==> src/rtl/mem_arbiter.sv <==
// Two-requester arbiter sharing one fixed-latency single-port memory between
// instruction fetch and load/store; data has fixed priority over fetch.
module mem_arbiter #(
    parameter int READ_LAT = 1,
    parameter int MASK_W   = 16
) (
    input  logic              clk,
    input  logic              reset,
    input  logic              if_req,
    input  logic [31:0]       if_addr,
    output logic              if_ack,
    output logic [31:0]       if_rdata,
    input  logic              d_req,
    input  logic              d_we,
    input  logic [31:0]       d_addr,
    input  logic [31:0]       d_wdata,
    input  logic [MASK_W-1:0] d_mask,
    output logic              d_ack,
    output logic [31:0]       d_rdata,
    output logic              mem_en,
    output logic              mem_we,
    output logic [31:0]       mem_addr,
    output logic [31:0]       mem_wdata,
    output logic [MASK_W-1:0] mem_mask,
    input  logic [31:0]       mem_rdata,
    output logic [31:0]       stall_cnt
);

    typedef enum logic [1:0] {
        ST_IDLE  = 2'd0,
        ST_ISSUE = 2'd1,
        ST_WAIT  = 2'd2
    } state_t;

    localparam logic [2:0] LAT = 3'(READ_LAT);

    state_t              r_state;
    logic                r_gnt_d;
    logic [2:0]          r_cnt;
    logic                r_mem_en;
    logic                r_mem_we;
    logic [31:0]         r_mem_addr;
    logic [31:0]         r_mem_wdata;
    logic [MASK_W-1:0]   r_mem_mask;
    logic                r_if_ack;
    logic                r_d_ack;
    logic [31:0]         r_if_rdata;
    logic [31:0]         r_d_rdata;
    logic [31:0]         r_stall_cnt;

    logic                w_srv_d;
    logic                w_srv_if;
    logic                w_stall;

    // Which requester is being served this cycle; in IDLE this is the grant about to be made.
    always_comb begin
        w_srv_d  = 1'b0;
        w_srv_if = 1'b0;
        if (r_state == ST_IDLE) begin
            w_srv_d  = d_req;
            w_srv_if = if_req & ~d_req;
        end else begin
            w_srv_d  = r_gnt_d;
            w_srv_if = ~r_gnt_d;
        end
    end

    assign w_stall = (if_req & ~w_srv_if) | (d_req & ~w_srv_d);

    // Arbitration FSM with registered memory strobes, acks, read-data holds and stall counter.
    always_ff @(posedge clk) begin
        if (reset) begin
            r_state     <= ST_IDLE;
            r_gnt_d     <= 1'b0;
            r_cnt       <= 3'd0;
            r_mem_en    <= 1'b0;
            r_mem_we    <= 1'b0;
            r_mem_addr  <= 32'd0;
            r_mem_wdata <= 32'd0;
            r_mem_mask  <= '0;
            r_if_ack    <= 1'b0;
            r_d_ack     <= 1'b0;
            r_if_rdata  <= 32'd0;
            r_d_rdata   <= 32'd0;
            r_stall_cnt <= 32'd0;
        end else begin
            r_if_ack    <= 1'b0;
            r_d_ack     <= 1'b0;
            r_mem_en    <= 1'b0;
            r_mem_we    <= 1'b0;
            r_mem_wdata <= 32'd0;
            r_mem_mask  <= '0;
            if (r_if_ack) begin
                r_if_rdata <= mem_rdata;
            end
            if (r_d_ack) begin
                r_d_rdata <= mem_rdata;
            end
            if (w_stall) begin
                r_stall_cnt <= r_stall_cnt + 32'd1;
            end
            case (r_state)
                ST_IDLE: begin
                    if (d_req) begin
                        r_gnt_d     <= 1'b1;
                        r_mem_en    <= 1'b1;
                        r_mem_we    <= d_we;
                        r_mem_addr  <= d_addr;
                        r_mem_wdata <= d_wdata;
                        r_mem_mask  <= d_mask;
                        // A store commits in its issue cycle, so its ack lines up with mem_en.
                        r_d_ack     <= d_we;
                        r_state     <= ST_ISSUE;
                    end else if (if_req) begin
                        r_gnt_d     <= 1'b0;
                        r_mem_en    <= 1'b1;
                        r_mem_addr  <= if_addr;
                        r_state     <= ST_ISSUE;
                    end else begin
                        r_state     <= ST_IDLE;
                    end
                end
                ST_ISSUE: begin
                    if (r_mem_we) begin
                        r_state <= ST_IDLE;
                    end else begin
                        r_cnt   <= LAT;
                        if (LAT == 3'd1) begin
                            r_d_ack  <= r_gnt_d;
                            r_if_ack <= ~r_gnt_d;
                        end
                        r_state <= ST_WAIT;
                    end
                end
                ST_WAIT: begin
                    // Ack is registered one cycle early so it coincides with the final count.
                    r_cnt <= r_cnt - 3'd1;
                    if (r_cnt == 3'd2) begin
                        r_d_ack  <= r_gnt_d;
                        r_if_ack <= ~r_gnt_d;
                    end
                    if (r_cnt <= 3'd1) begin
                        r_state <= ST_IDLE;
                    end else begin
                        r_state <= ST_WAIT;
                    end
                end
                default: begin
                    r_state <= ST_IDLE;
                end
            endcase
        end
    end

    assign if_ack    = r_if_ack;
    assign d_ack     = r_d_ack;
    assign if_rdata  = r_if_ack ? mem_rdata : r_if_rdata;
    assign d_rdata   = r_d_ack  ? mem_rdata : r_d_rdata;
    assign mem_en    = r_mem_en;
    assign mem_we    = r_mem_we;
    assign mem_addr  = r_mem_addr;
    assign mem_wdata = r_mem_wdata;
    assign mem_mask  = r_mem_mask;
    assign stall_cnt = r_stall_cnt;

endmodule
==> config.mk <==
export PLATFORM = sky130hd
export DESIGN_NAME = mem_arbiter
export DESIGN_NICKNAME = d
export VERILOG_FILES = /design/src/rtl/mem_arbiter.sv
export SDC_FILE = /design/constraint.sdc
export NUM_CORES = 1
export LEC_CHECK = 0
export ABC_CLOCK_PERIOD_IN_PS = 1890
export CORE_ASPECT_RATIO = 0.75
export CORE_UTILIZATION = 38
export DETAILED_ROUTE_END_ITERATION = 8
export GPL_TIMING_DRIVEN = 1
export PLACE_DENSITY = 0.83
export SYNTH_ARGS = -nofsm -noshare
export SYNTH_HDL_FRONTEND = slang
export SYNTH_SLANG_ARGS = --single-unit
==> constraint.sdc <==
create_clock -name clk -period 1.89 [get_ports clk]
set_clock_uncertainty 0.1 [all_clocks]
set_input_delay 0.378 -clock clk [delete_from_list [all_inputs] [get_ports clk]]
set_output_delay 0.378 -clock clk [all_outputs]
set_load 0.02 [all_outputs]
==> summary.md <==
• **area growth from synthesis to layout** 75.5%
• **routability congestion estimate** 0.825
• **vias after detailed routing** 6,603
• **Post-Synthesis Cell Area** 7280 um2
• **DRT antenna net count** 0
• **RSZ-0062 raised after global routing** true
• **most common cell after layout, fill and taps aside** sky130_fd_sc_hd__clkdlybuf4s50_1
• **Max Root-Sink Buffers** 2
• **basic-gate share of the synthesized area counting and, or, nand and nor cells** 20.0%
• **top library cells by usage in the layout, fill and taps aside** sky130_fd_sc_hd__clkdlybuf4s50_1 (198), sky130_fd_sc_hd__dfxtp_1 (173), sky130_fd_sc_hd__nor2b_1 (74)
• **die footprint** 19,700 um2
• **wire length per cell after detailed routing** 17.6 um
• **final worst-path cycle share** 107%
• **cell types occupying the most area after synthesis** sky130_fd_sc_hd__dfxtp_1 (51%), sky130_fd_sc_hd__mux2_2 (11%), sky130_fd_sc_hd__nor2b_1 (6.4%), sky130_fd_sc_hd__mux2i_1 (4.5%), sky130_fd_sc_hd__and2_1 (4.3%)
• **Clock transition at path regs** 0.07 ns
• **worst vdd rail ir drop** 0.000603 V
• **register-to-register setup slack** -0.11 ns
• **worst-margin pin slew** 0.415 ns
• **global-route usage over all layers** 22.5%
• **Achievable Freq** 494 MHz
• **Sink Count** 186
• **DIE HEIGHT** 122 um
• **kind of launch point of the worst setup path** flop
• **global-route wire length before repair** 34,300 um
• **clock latency of the later-clocked register in the worst-skew pair** 0.42 ns
• **detailed router's first-iteration violation count** 317
• **Final Core Density** 68.7%
• **number of rows created at floorplan** 43
• **vias in the first global route** 6,438
• **sequential cell area fraction in the yosys report** 51.1%
• **area share of the leading cell type in the synthesized netlist** 51.1%
• **number of hold-slack violations in the final timing report** 0
• **Yosys warning count** 0
• **top metal layer carrying routed signals** met4
• **required time of the critical path** 1.41 ns
• **Max Cap Violations** 0
• **TritonCTS clock tree** yes
• **final total negative setup slack** -5.29 ns
• **cell count after synthesis** 698
• **mux share of post-synthesis cell area** 15.5%
• **class of the most critical hold timing path** in2reg
• **worst setup path class** reg2out
• **synthesized flop and latch total** 186
• **Diodes inserted** 0
• **largest net degree at the start of global routing** 79
• **Worst path max stage delay** 0.43 ns
• **crit-path cells** buf_12 -> buf_6 -> mux2_4 -> buf_6
• **met2 routed WL** 12,300 um
• **Synth Area in Adders** 1.37%
• **starting utilization of the core area** 39.1%
• **combinational family with the most area after synthesis** simple AND/OR/NAND/NOR gates
• **area fraction in compound gates after synthesis** 8.36%
• **failing checks** negative setup slack
• **XOR/XNOR share of the synthesized area** 0.240%
• **WP data arrival** 1.55 ns
• **via count normalized by instance count** 4.94
• **cell type with the highest occurrence count on the critical path** sky130_fd_sc_hd__buf_6
• **slowest CP cell** sky130_fd_sc_hd__dfxtp_4
• **Synth Net Count** 855
• **final worst path period need** 2.02 ns
• **number of buffers inserted by port buffering** 328
• **H-tree depth reported by CTS** 4
• **fraction of layout instances using a drive strength above 1** 28.7%
• **result of the run** finished with violations
• **DR WL met3** 1680 um
• **crit path max fanout** 9
• **power density cells** 757 nW/um2
• **Most used DFF post-synth** sky130_fd_sc_hd__dfxtp_1
• **number of synthesized flops with an enable pin** 0
• **FFs w/ async S/R, synth** 0%
• **Netlist cell types** 39
• **antenna violations before repair** 0
• **count of pins over their slew limit** 0
• **critical path capture point type** primary output
• **total wire length after detailed routing** 23,500 um
• **total leakage power** 5.75 nW
• **headroom to the max-slew limit** 72.4%
• **per-instance average area after synthesis** 10.4 um2
• **area leader, netlist** sky130_fd_sc_hd__dfxtp_1
• **DRC violations left** 0
• **DRT Pass-1 Iters** 4
• **Detailed Place HPWL** 15,500 um
• **width of the die** 162 um
• **final-report setup violation count** 81
• **residual overflow from global routing** 0
• **core area** 18,600 um2
• **net count reported at finish** 1,234
• **clock root buffer master** sky130_fd_sc_hd__clkbuf_16
• **CTS buffer count** 17
• **setup slack of the critical path after layout** -0.134 ns
• **I/O pin cnt** 329
• **met1 routed wirelength after detailed routing** 9210 um
==> repair_timing <==
item                                    in CTS  in global routing
pin swaps                                   25                 10
cloned                                       8                  1
endpoints found under the setup margin     122                124
setup buffers                               21                  6
gates resized for setup                    437                162
hold buffers                                 0                  0
==> power breakdown <==
| group | internal [mW] | switching (mW) | total, mW |
|---|---|---|---|
| Sequential | 4.11 | 0.0857 | 4.20 |
| Combinational | 1.04 | 0.878 | 1.92 |
| Clock | 1.89 | 1.67 | 3.56 |
==> cell usage after synthesis, types with 12 or more instances <==
cell type / n
sky130_fd_sc_hd__a211oi_1: 34
sky130_fd_sc_hd__a21oi_1: 27
sky130_fd_sc_hd__and2_1: 50
sky130_fd_sc_hd__buf_1: 12
sky130_fd_sc_hd__clkbuf_1: 23
sky130_fd_sc_hd__dfxtp_1: 186
sky130_fd_sc_hd__mux2_2: 69
sky130_fd_sc_hd__mux2i_1: 33
sky130_fd_sc_hd__nand2_1: 18
sky130_fd_sc_hd__nor2_1: 44
sky130_fd_sc_hd__nor2b_1: 74
sky130_fd_sc_hd__o31ai_1: 13
sky130_fd_sc_hd__or4_1: 15
==> routing by layer <==
metal  global-route usage (%)  up-vias
met2                     41.0      235
met4                     5.19        0
met1                     25.8     3144
met3                     6.81       23
li1                         -     3201
met5                        0        -
==> flip-flops by register name, indices dropped and copies added, names as in the netlist <==
| name | flops |
|---|---|
| d_ack | 1 |
| r_gnt_d | 1 |
| mem_mask | 16 |
| mem_we | 1 |
| stall_cnt | 32 |
| mem_wdata | 32 |
| r_d_rdata | 32 |
| if_ack | 1 |
| mem_addr | 32 |
| r_state | 2 |
| r_if_rdata | 32 |
| r_cnt | 3 |
| mem_en | 1 |
==> worst paths after layout <==
check             start             to  depth (start not counted)
min               reset     r_state[0]                          2
max reg2reg  r_state[0]  stall_cnt[17]                          7
max               d_ack     d_rdata[5]                          4
min reg2reg    r_cnt[1]       r_cnt[1]                          2
==> cell type report <==
cell class,count,area (um2)
clock inverter,14,163
clock buffer,18,429
multi-input combinational,456,3890
inverter,8,30.0
tap,247,309
timing repair buffer,408,4220
fill,1397,5830
sequential,186,3750
==> logic make-up (layout without fill, tap and decap cells) <==
group	after synthesis	after routing
AND/OR/NAND/NOR	250	250
flip-flops	186	186
multiplexers	104	104
AO/OA/AOI/OAI	92	92
buffers and inverters	56	448
adder cells (fa/ha/maj)	8	8
XOR/XNOR	2	2
==> critical path: cells and delay by family (launching register included) <==
kind	cells	cell delay (ns)
flip-flops	1	0.43
buffers and inverters	3	0.40
multiplexers	1	0.30
==> through the flow <==
step	power (mW)	cells	cell area, um2	worst slack, ns	hold slack (ns)
after floorplan	5.08	698	7330	-0.0377	0.353
after global placement	5.99	1271	11100	-0.400	0.368
after detailed placement	6.03	1271	11100	-0.394	0.383
after CTS	9.66	1332	12200	-0.208	0.193
after global routing	10.1	1337	12800	-0.193	0.194
final	9.68	1337	12800	-0.134	0.215
Power figures use the tool's default switching activity.
